**config.mk**
```make
export PLATFORM = sky130hd
export DESIGN_NAME = kf8237_transfer_timing
export DESIGN_NICKNAME = d
export VERILOG_FILES = /design/src/rtl/kf8237_transfer_timing_pkg.sv /design/src/rtl/kf8237_transfer_timing_strobe_decoder.sv /design/src/rtl/kf8237_transfer_timing.sv
export SDC_FILE = /design/constraint.sdc
export NUM_CORES = 1
export LEC_CHECK = 0
export BUFFER_PORTS_ARGS = -buffer_cell sky130_fd_sc_hd__buf_2
export CORE_ASPECT_RATIO = 0.75
export CORE_MARGIN = 4
export CORE_UTILIZATION = 45
export CTS_CLUSTER_DIAMETER = 40
export DETAILED_ROUTE_END_ITERATION = 7
export GPL_ROUTABILITY_DRIVEN = 0
export PLACE_DENSITY = 0.83
export SLEW_MARGIN = 20
export SYNTH_ARGS = -nofsm -noshare
export SYNTH_HDL_FRONTEND = slang
export SYNTH_SLANG_ARGS = --single-unit
export TNS_END_PERCENT = 30
```
**constraint.sdc**
```tcl
create_clock -name clock -period 1.6 [get_ports clock]
set_clock_uncertainty 0.15 [all_clocks]
set_input_delay 0.32 -clock clock [delete_from_list [all_inputs] [get_ports clock]]
set_output_delay 0.32 -clock clock [all_outputs]
set_load 0.02 [all_outputs]
```
**src/rtl/kf8237_transfer_timing_pkg.sv**
```systemverilog
// KF8237_Common_Package: shared transfer-state, type and mode encodings for the KF8237 DMA controller.
// Revision 1.0
`default_nettype none

package KF8237_Common_Package;

  typedef enum logic [2:0] {
    ST_SI      = 3'd0,
    ST_S0      = 3'd1,
    ST_S1      = 3'd2,
    ST_S2      = 3'd3,
    ST_S3      = 3'd4,
    ST_SW      = 3'd5,
    ST_S4      = 3'd6,
    ST_CASCADE = 3'd7
  } xfer_state_t;

  localparam logic [1:0] TYPE_VERIFY = 2'b00;
  localparam logic [1:0] TYPE_WRITE  = 2'b01;
  localparam logic [1:0] TYPE_READ   = 2'b10;

  localparam logic [1:0] MODE_DEMAND  = 2'b00;
  localparam logic [1:0] MODE_SINGLE  = 2'b01;
  localparam logic [1:0] MODE_BLOCK   = 2'b10;
  localparam logic [1:0] MODE_CASCADE = 2'b11;

  function automatic logic [1:0] bit2num(input logic [3:0] one_hot);
    logic [1:0] num;
    num = 2'd0;
    for (int i = 0; i < 4; i++) begin
      if (one_hot[i]) num = 2'(i);
    end
    return num;
  endfunction

endpackage

`default_nettype wire

```
**src/rtl/kf8237_transfer_timing_strobe_decoder.sv**
```systemverilog
// kf8237_strobe_decoder: maps bus-cycle state and transfer type onto the active-low read/write strobes.
// Revision 1.0
`default_nettype none

module kf8237_strobe_decoder
  import KF8237_Common_Package::*;
(
  input  xfer_state_t state_i,
  input  logic [1:0]  transfer_type_i,
  output logic        memory_read_n_o,
  output logic        memory_write_n_o,
  output logic        io_read_n_o,
  output logic        io_write_n_o
);

  logic read_phase;
  logic write_phase;

  // Read strobe opens in S2 and stays through S3/SW; write strobe only in S3/SW.
  always_comb begin
    read_phase  = (state_i == ST_S2) || (state_i == ST_S3) || (state_i == ST_SW);
    write_phase = (state_i == ST_S3) || (state_i == ST_SW);

    memory_read_n_o  = ~(read_phase  && (transfer_type_i == TYPE_READ));
    io_read_n_o      = ~(read_phase  && (transfer_type_i == TYPE_WRITE));
    memory_write_n_o = ~(write_phase && (transfer_type_i == TYPE_WRITE));
    io_write_n_o     = ~(write_phase && (transfer_type_i == TYPE_READ));
  end

endmodule

`default_nettype wire

```
**src/rtl/kf8237_transfer_timing.sv**
```systemverilog
// kf8237_transfer_timing: 8237 bus-cycle sequencer (SI..S4, SW, cascade) and per-word register-bank strobes.
// Revision 1.0
`default_nettype none

module kf8237_transfer_timing
  import KF8237_Common_Package::*;
(
  input  logic       clock,
  input  logic       reset,
  input  logic       cpu_clock_posedge,
  input  logic       cpu_clock_negedge,
  input  logic       controller_disable,
  input  logic       request_valid,
  input  logic [3:0] request_select,
  input  logic [1:0] transfer_type,
  input  logic [1:0] transfer_mode,
  input  logic       autoinitialize,
  input  logic       hold_acknowledge,
  input  logic       ready,
  input  logic       end_of_process_in,
  input  logic       underflow,
  input  logic       update_high_address,
  output logic       hold_request,
  output logic [3:0] dma_acknowledge,
  output logic       address_enable,
  output logic       address_strobe,
  output logic       memory_read_n,
  output logic       memory_write_n,
  output logic       io_read_n,
  output logic       io_write_n,
  output logic       end_of_process_out,
  output logic [3:0] transfer_register_select,
  output logic       next_word,
  output logic       initialize_current_register,
  output logic [3:0] terminal_count,
  input  logic       clear_terminal_count
);

  xfer_state_t state_q;
  logic [3:0]  sel_q;
  logic [1:0]  type_q;
  logic [1:0]  mode_q;
  logic        autoinit_q;
  logic        hrq_q, aen_q, adstb_q, next_word_q, init_q, eop_out_q;
  logic [3:0]  dack_q;
  logic        eop_pend_q, abort_q;
  logic [3:0]  tc_q, tc_d, tc_set;
  logic        word_active, in_transfer, tc_now, end_word;

  assign word_active = (state_q == ST_S1) || (state_q == ST_S2) ||
                       (state_q == ST_S3) || (state_q == ST_SW);
  assign in_transfer = word_active || (state_q == ST_S4);
  assign tc_now      = underflow | eop_pend_q | end_of_process_in;
  assign end_word    = abort_q | ~hold_acknowledge | controller_disable |
                       (mode_q == MODE_SINGLE) |
                       ((mode_q == MODE_DEMAND) & ~request_valid);
  assign tc_set      = (cpu_clock_posedge && (state_q == ST_S4) && tc_now) ? sel_q : 4'b0000;
  assign tc_d        = (tc_q & ~{4{clear_terminal_count}}) | tc_set;

  always_ff @(posedge clock or posedge reset) begin
    if (reset) begin
      state_q     <= ST_SI;
      sel_q       <= 4'b0000;
      type_q      <= TYPE_VERIFY;
      mode_q      <= MODE_DEMAND;
      autoinit_q  <= 1'b0;
      hrq_q       <= 1'b0;
      dack_q      <= 4'b0000;
      aen_q       <= 1'b0;
      adstb_q     <= 1'b0;
      next_word_q <= 1'b0;
      init_q      <= 1'b0;
      eop_out_q   <= 1'b0;
    end else if (cpu_clock_posedge) begin
      adstb_q     <= 1'b0;
      next_word_q <= 1'b0;
      init_q      <= 1'b0;
      eop_out_q   <= 1'b0;
      case (state_q)
        ST_SI: begin
          if (request_valid && !controller_disable) begin
            state_q <= ST_S0;
            hrq_q   <= 1'b1;
          end
        end
        ST_S0: begin
          if (!request_valid || controller_disable) begin
            state_q <= ST_SI;
            hrq_q   <= 1'b0;
          end else if (hold_acknowledge) begin
            sel_q      <= request_select;
            dack_q     <= request_select;
            type_q     <= transfer_type;
            mode_q     <= transfer_mode;
            autoinit_q <= autoinitialize;
            if (transfer_mode == MODE_CASCADE) begin
              state_q <= ST_CASCADE;
            end else begin
              state_q <= ST_S1;
              aen_q   <= 1'b1;
              adstb_q <= 1'b1;
            end
          end
        end
        ST_CASCADE: begin
          if (!request_valid) begin
            state_q <= ST_SI;
            hrq_q   <= 1'b0;
            dack_q  <= 4'b0000;
          end
        end
        ST_S1: state_q <= ST_S2;
        ST_S2: state_q <= ST_S3;
        ST_S3, ST_SW: begin
          if (ready) begin
            state_q     <= ST_S4;
            next_word_q <= 1'b1;
            eop_out_q   <= underflow;
          end else begin
            state_q <= ST_SW;
          end
        end
        ST_S4: begin
          if (tc_now || end_word) begin
            state_q <= ST_SI;
            hrq_q   <= 1'b0;
            dack_q  <= 4'b0000;
            aen_q   <= 1'b0;
            init_q  <= tc_now & autoinit_q;
          end else if (update_high_address) begin
            state_q <= ST_S1;
            adstb_q <= 1'b1;
          end else begin
            state_q <= ST_S2;
          end
        end
        default: state_q <= ST_SI;
      endcase
    end
  end

  // EOP and abort requests are remembered so the word in flight always completes first.
  always_ff @(posedge clock or posedge reset) begin
    if (reset) begin
      eop_pend_q <= 1'b0;
      abort_q    <= 1'b0;
    end else if ((state_q == ST_SI) || (state_q == ST_S0)) begin
      eop_pend_q <= 1'b0;
      abort_q    <= 1'b0;
    end else begin
      if (cpu_clock_negedge && word_active && end_of_process_in) eop_pend_q <= 1'b1;
      if (in_transfer && (!hold_acknowledge || controller_disable)) abort_q <= 1'b1;
    end
  end

  always_ff @(posedge clock or posedge reset) begin
    if (reset) tc_q <= 4'b0000;
    else       tc_q <= tc_d;
  end

  kf8237_strobe_decoder u_strobe_decoder (
    .state_i          (state_q),
    .transfer_type_i  (type_q),
    .memory_read_n_o  (memory_read_n),
    .memory_write_n_o (memory_write_n),
    .io_read_n_o      (io_read_n),
    .io_write_n_o     (io_write_n)
  );

  assign hold_request                = hrq_q;
  assign dma_acknowledge             = dack_q;
  assign address_enable              = aen_q;
  assign address_strobe              = adstb_q;
  assign end_of_process_out          = eop_out_q;
  assign transfer_register_select    = sel_q;
  assign next_word                   = next_word_q;
  assign initialize_current_register = init_q;
  assign terminal_count              = tc_q;

endmodule

`default_nettype wire

```
**After elaboration in Yosys (flattened, before gate mapping)**

Cells that the tools add are included.

- Flip-flop bits (word level): 28
- Word-level logic and storage cells: 129
- Input port bits: 21

- Eq/ne operators: 19
- Bitwise operators: 18
- Reduce and logical (&&, ||, !) cells: 37
- Multiplexer cells: 40

Operators with widths:

| operator | count |
|---|---|
| 2-to-1 mux 1 bit | 23 |
| case mux 3 bit (7 select lines) | 1 |
| 2-to-1 mux 4 bit | 5 |
| AND reduction 6 bit | 3 |
| 2-to-1 mux 3 bit | 5 |
| equality test 3 bit (second input constant) | 4 |
| != test 2 bit (second input constant) | 6 |
| case mux 4 bit (3 select lines) | 1 |
| logical OR 1 bit | 11 |
| logical AND 1 bit | 10 |
| AND reduction 4 bit | 2 |
| inverter 1 bit | 7 |
| equality test 3 x 2 -> 1 bit (second input constant) | 2 |
| OR 1 bit | 6 |
| nonzero test 2 bit | 3 |
| bitwise AND 4 bit | 1 |
| equality test 2 x 1 -> 1 bit (second input constant) | 2 |
| equality test 2 bit (second input constant) | 2 |
| 2-to-1 mux 2 bit | 2 |
| inverter 4 bit | 1 |
| OR 4 bit | 1 |
| case mux 1 bit (2 select lines) | 2 |
| case mux 1 bit (4 select lines) | 1 |
| nonzero test 4 bit | 1 |
| other kinds (9) | 12 |

**Longest topological paths before layout**

- Word-level depth: 8
- Mapped depth: 6

**By module**

Synthesis repeated with hierarchy kept, for this count alone.

- Cell total of the unflattened synthesis: 144
- Area, all modules: 1535.2 µm²

Modules (own cells, without submodules):

| module | instances | cells an instance | area an instance (µm²) | seq. area each (µm²) |
|---|---|---|---|---|
| kf8237_transfer_timing | 1 | 136 | 1487.7 | 700.7 |
| kf8237_strobe_decoder | 1 | 8 | 47.5 | 0.0 |

**Least setup slack after synthesis**

Ideal clock, no wire load.

- Kind: reg-to-output
- From: register state_q[2]
- To: output io_read_n
- Cell stages (with the launch flop): 6
- Slack: -0.166 ns
- Path buffers: 2
- Arrival: 1.296 ns
- Path through: dfrtp_1 buf_2 buf_1 nor2b_1 a21o_1 nand2_1

- Cells in the longest elaborated chain, start to end: 5
- Elaborated cells on any way between the ends: 7
- Classes of those cells: 3 x eq/ne; 1 x bitwise; 3 x reduce/logical

RTL lines:

| what | line | RTL |
|---|---|---|
| start, declared | kf8237_transfer_timing.sv:39 | `xfer_state_t state_q;` |
| start signal, assigned | kf8237_transfer_timing.sv:62 | `state_q <= ST_SI;` |
| start signal, assigned | kf8237_transfer_timing.sv:82 | `state_q <= ST_S0;` |
| start signal, assigned | kf8237_transfer_timing.sv:88 | `state_q <= ST_SI;` |
| equality test 3 x 2 -> 1 bit / equality test 3 bit (equally long branches) | kf8237_transfer_timing_strobe_decoder.sv:21 | `read_phase = (state_i == ST_S2) \|\| (state_i == ST_S3) \|\| (state_i == ST_SW);` |
| logical OR 1 bit | kf8237_transfer_timing_strobe_decoder.sv:21 |  |
| logical OR 1 bit (*) | kf8237_transfer_timing_strobe_decoder.sv:21 |  |
| logical AND 1 bit (*) | kf8237_transfer_timing_strobe_decoder.sv:25 | `io_read_n_o = ~(read_phase && (transfer_type_i == TYPE_WRITE));` |
| inverter 1 bit (*) | kf8237_transfer_timing_strobe_decoder.sv:25 |  |
| end, declared | kf8237_transfer_timing.sv:29 | `output logic io_read_n,` |

Mark *: on every way between the ends. The rest lies on a longest branch, timed or not.

**Worst setup path in the final report**

- From: register state_q[0]
- To: output memory_read_n

- Cells in the longest elaborated chain, start to end: 5
- Elaborated cells on any way between the ends: 7
- Classes of those cells: 3 x eq/ne; 1 x bitwise; 3 x reduce/logical

RTL lines:

| what | line | RTL |
|---|---|---|
| equality test 3 x 2 -> 1 bit / equality test 3 bit (equally long branches) | kf8237_transfer_timing_strobe_decoder.sv:21 |  |
| logical OR 1 bit | kf8237_transfer_timing_strobe_decoder.sv:21 |  |
| logical OR 1 bit (*) | kf8237_transfer_timing_strobe_decoder.sv:21 |  |
| logical AND 1 bit (*) | kf8237_transfer_timing_strobe_decoder.sv:24 | `memory_read_n_o = ~(read_phase && (transfer_type_i == TYPE_READ));` |
| inverter 1 bit (*) | kf8237_transfer_timing_strobe_decoder.sv:24 |  |
| end, declared | kf8237_transfer_timing.sv:27 | `output logic memory_read_n,` |

Marks and branches as above.

==> PnR_summary.wiki <==
{| class="wikitable"
! Metric !! Value
|-
| Max-Cap Viols || 0
|-
| Synth unique cells || 35
|-
| Multi-input combinational cell area || 739 sq um
|-
| Number of cells after detailed placement || 219
|-
| Area used by sequential logic in the layout || 703 sq um
|-
| CTS clk-pin slew, worst paths || 90 ps
|-
| Half-perimeter wire length after placement || 2.98 mm
|-
| Layout filler cell count || 153
|-
| Maximum vdd ir drop || 0.928 mV
|-
| Initial core utilization || 49.4%
|-
| Leading register cell type out of synthesis || sky130_fd_sc_hd__dfrtp_1
|-
| Worst path max stage delay || 440 ps
|-
| Area growth from synthesis to layout || 54.8%
|-
| Share of the synthesized area in compound gates (AO/OA/AOI/OAI) || 20.5%
|-
| Maximum clock rate || 0.547 GHz
|-
| Critical Path Fanout Max || 2
|-
| Period utilisation layout || 114%
|-
| Tot GR Track Use || 24.0%
|-
| Cell repeated most along the worst path || sky130_fd_sc_hd__buf_6
|-
| Net count after synthesis || 146
|-
| Clk sink count || 28
|-
| Pwr dens || 1550 mW/mm^2
|-
| Least-Margin Pin Slew || 364 ps
|-
| Cells along the critical path || buf_6, nor2b_4, a21o_1, nand2_1, buf_6
|-
| Portion of the post-synthesis area used by sequential elements || 51.7%
|-
| Detailed-route wire length per cell || 20.5 um
|-
| Largest family of logic cells by synthesized area || compound AO/OA/AOI/OAI gates
|-
| Wire length after detailed routing || 4.85 mm
|-
| Post-detailed-route DRC marker count || 0
|-
| Worst-case register-to-register setup slack || -170 ps
|-
| Crit. path cell count || 5
|-
| Share of flip-flops with an asynchronous set or reset after synthesis || 100%
|-
| Min-delay worst type || input pin to flip-flop
|-
| Floorplan Core Area || 0.00274 sq mm
|-
| First drt pass iteration count || 4
|-
| Final Hold Violating Endpoints || 0
|-
| Multiplexer area fraction after synthesis || 7.48%
|-
| Largest delay share family, worst path || flip-flops
|-
| Yosys top cell by area || sky130_fd_sc_hd__dfrtp_1
|-
| Simple-gate share of the synthesized area || 16.5%
|-
| Final min period || 1830 ps
|-
| RSZ-0062 raised after global routing || yes
|-
| Synthesized instance count || 125
|-
| Clock Latency Late Sink || 270 ps
|-
| Synthesized flop and latch total || 28
|-
| Number of top-level pins || 43
|-
| Die footprint || 0.00396 sq mm
|-
| Violated checks || setup timing
|-
| Total clock buffers created by CTS || 3
|-
| Synth top area cells || sky130_fd_sc_hd__dfrtp_1, sky130_fd_sc_hd__mux2_2, sky130_fd_sc_hd__a32o_1
|-
| Number of nets in the final layout || 223
|-
| Count of input and output buffers || 42
|-
| Crit Path Category || flip-flop to output port
|-
| Final worst slack || -227 ps
|-
| Crit path max-delay cell type || sky130_fd_sc_hd__dfrtp_1
|-
| Chip Width || 71.4 um
|-
| Total Neg Setup Slack || -3250 ps
|-
| Largest net degree at the start of global routing || 29
|-
| Final count of negative-setup-slack endpoints || 23
|-
| Crit. End Element || output port
|-
| Capturing instance or port of the critical path || memory_read_n
|-
| Post-layout instance count excluding filler cells || 236
|-
| YS warnings || 0
|-
| Critical path startpoint category || flip-flop
|-
| Relative slew slack || 75.6%
|-
| Worst slack, placed || -183 ps
|-
| Startpoint of the worst register-to-register path || state_q[1]
|-
| Leakage || 1.03 nW
|-
| Buffers & Inverters on Critical Path || 2
|-
| Worst setup path start || state_q[0]
|-
| H-Tree Depth || 1
|-
| Max-slew violations || 0
|-
| Routed vias/inst || 6.02
|-
| Number of synthesized flops with an enable pin || 0
|-
| Vias || 1,421
|-
| Required time at the endpoint of the critical path || 1130 ps
|-
| Wire length of the first global-routing pass || 7.49 mm
|-
| Antenna violations before repair || 0
|-
| Via count of the first global-routing pass || 1,574
|-
| Endpoint of the worst-slack reg-to-reg timing path || state_q[0]
|-
| Result of the run || finished with violations
|-
| Synth top area share || 51.7%
|-
| Adder and majority cell fraction of the synthesized area || 0%
|-
| Standard-cell rows || 16
|-
| Mapped cell area || 0.00136 sq mm
|-
| Post-synthesis xor/xnor area fraction || 0%
|-
| Longest Clk Path Bufs || 2
|-
| Clock tree from TritonCTS || yes
|-
| Number of antenna-violating nets in the routed design || 0
|-
| Final hold slack || 143 ps
|-
| Arr. time, crit path || 1360 ps
|-
| Proportion of layout cells with a drive suffix above 1 || 55.5%
|-
| Root buffer selected by CTS || sky130_fd_sc_hd__clkbuf_8
|-
| Number of design-rule violations left by the first detailed-router iteration || 138
|-
| Vert. Die Dim || 55.5 um
|-
| Leftover overflow at the end of global routing || 0
|-
| R2R depth || 6
|-
| Mean post-synth cell area || 10.8 sq um
|-
| Diodes inserted || 0
|}
==> cell usage after synthesis (2+ instances only) <==
master	number
sky130_fd_sc_hd__a21oi_1	7
sky130_fd_sc_hd__a22o_1	5
sky130_fd_sc_hd__a2bb2oi_1	2
sky130_fd_sc_hd__a31oi_1	3
sky130_fd_sc_hd__a32o_1	5
sky130_fd_sc_hd__a32oi_1	2
sky130_fd_sc_hd__buf_2	2
sky130_fd_sc_hd__clkbuf_1	3
sky130_fd_sc_hd__dfrtp_1	28
sky130_fd_sc_hd__inv_1	7
sky130_fd_sc_hd__mux2_2	9
sky130_fd_sc_hd__nand2_1	7
sky130_fd_sc_hd__nand2b_1	2
sky130_fd_sc_hd__nand3_1	3
sky130_fd_sc_hd__nor2_1	7
sky130_fd_sc_hd__nor2b_1	6
sky130_fd_sc_hd__nor3_1	2
sky130_fd_sc_hd__nor4_1	2
sky130_fd_sc_hd__o2111ai_1	2
sky130_fd_sc_hd__o21ai_0	4
sky130_fd_sc_hd__o2bb2ai_1	2
sky130_fd_sc_hd__or4_1	2
==> through the flow <==
| stage | utilization (%) | cell area [sq um] | power (mW) |
|---|---|---|---|
| 3_3_place_gp | 64.4 | 1770 | 2.30 |
| 4_1_cts | 73.8 | 2020 | 3.08 |
| 5_1_grt | 76.5 | 2100 | 3.40 |
| 3_5_place_dp | 64.4 | 1770 | 2.38 |
| 2_1_floorplan | - | 1380 | 1.89 |
| 6_report | 76.5 | 2100 | 3.24 |
==> layout make-up <==
cell class                 instances  area share (%)
tap                               36            2.15
timing repair buffer              77            25.8
multi-input combinational         85            35.3
inverter                           7            1.25
clock buffer                       3            1.97
sequential                        28            33.5
==> where the power goes <==
group | internal [mW] | switching (mW) | total [mW]
clock | 0.169 | 0.207 | 0.376
sequential | 0.949 | 0.194 | 1.14
combinational | 0.824 | 0.900 | 1.72
==> worst min path at each step <==
stage / start / to / depth (start not counted)
floorplan: reset / abort_q / 1
global placement: reset / address_strobe / 3
detailed placement: reset / address_strobe / 3
CTS: transfer_type[1] / type_q[1] / 2
global route: autoinitialize / autoinit_q / 2
finish: transfer_type[1] / type_q[1] / 2
==> state kept, by name, summed over array words and instances (netlist names) <==
signal                       cells
abort_q                          1
address_enable                   1
address_strobe                   1
autoinit_q                       1
dma_acknowledge                  4
end_of_process_out               1
eop_pend_q                       1
hold_request                     1
initialize_current_register      1
mode_q                           2
next_word                        1
state_q                          3
terminal_count                   4
transfer_register_select         4
type_q                           2
==> kinds of logic after synthesis <==
| group | after synthesis |
|---|---|
| multiplexers | 9 |
| AO/OA/AOI/OAI | 37 |
| flip-flops | 28 |
| AND/OR/NAND/NOR | 38 |
| buffers and inverters | 13 |
==> layout by cell type (no fill, tap or decap), types with 2 or more instances in the layout <==
cell type,synthesis,routed
sky130_fd_sc_hd__buf_2,2,38
sky130_fd_sc_hd__dfrtp_1,28,26
sky130_fd_sc_hd__buf_4,0,24
sky130_fd_sc_hd__buf_6,0,13
sky130_fd_sc_hd__mux2_2,9,8
sky130_fd_sc_hd__inv_1,7,7
sky130_fd_sc_hd__nor2_1,7,6
sky130_fd_sc_hd__a32o_1,5,5
sky130_fd_sc_hd__a22o_1,5,5
sky130_fd_sc_hd__nor2b_1,6,4
sky130_fd_sc_hd__a21oi_1,7,4
sky130_fd_sc_hd__nand2_4,1,3
sky130_fd_sc_hd__o21ai_0,4,3
sky130_fd_sc_hd__nand2_1,7,3
sky130_fd_sc_hd__a31oi_1,3,3
sky130_fd_sc_hd__nand3_1,3,3
sky130_fd_sc_hd__clkbuf_8,0,3
sky130_fd_sc_hd__nand2b_1,2,2
sky130_fd_sc_hd__nor4_4,1,2
sky130_fd_sc_hd__or4_4,0,2
sky130_fd_sc_hd__nor3_2,0,2
sky130_fd_sc_hd__a21oi_2,0,2
sky130_fd_sc_hd__a32oi_1,2,2
sky130_fd_sc_hd__o2bb2ai_1,2,2
sky130_fd_sc_hd__nor2b_4,0,2
sky130_fd_sc_hd__nand2_2,0,2
sky130_fd_sc_hd__a2bb2oi_1,2,2
sky130_fd_sc_hd__dfrtp_2,0,2
==> worst reg2reg max path: stages, from the launching register on <==
cell and delay, ps:
sky130_fd_sc_hd__dfrtp_2 450, sky130_fd_sc_hd__buf_4 160, sky130_fd_sc_hd__and3b_2 220, sky130_fd_sc_hd__o2111ai_4 110, sky130_fd_sc_hd__buf_4 170, sky130_fd_sc_hd__o21bai_1 60, sky130_fd_sc_hd__o32a_1 350
==> timing repair <==
item | 4_1_cts | 5_1_grt
setup buffers | 12 | 0
endpoints found under the setup margin | 26 | 28
endpoints found under the hold margin | 28 | 0
gates resized for setup | 31 | 14
hold buffers | 1 | 0
gates cloned | 0 | 1
pin swaps | 7 | 5
==> per-layer routing <==
metal / wire length (um) / vias up / GRT usage [%]
met5: 0 / - / 0
met4: 138 / 0 / 12.6
met3: 420 / 17 / 6.16
met2: 2450 / 84 / 39.8
met1: 1830 / 697 / 28.2
li1: - / 623 / -
(Power assumes the default switching activity.)
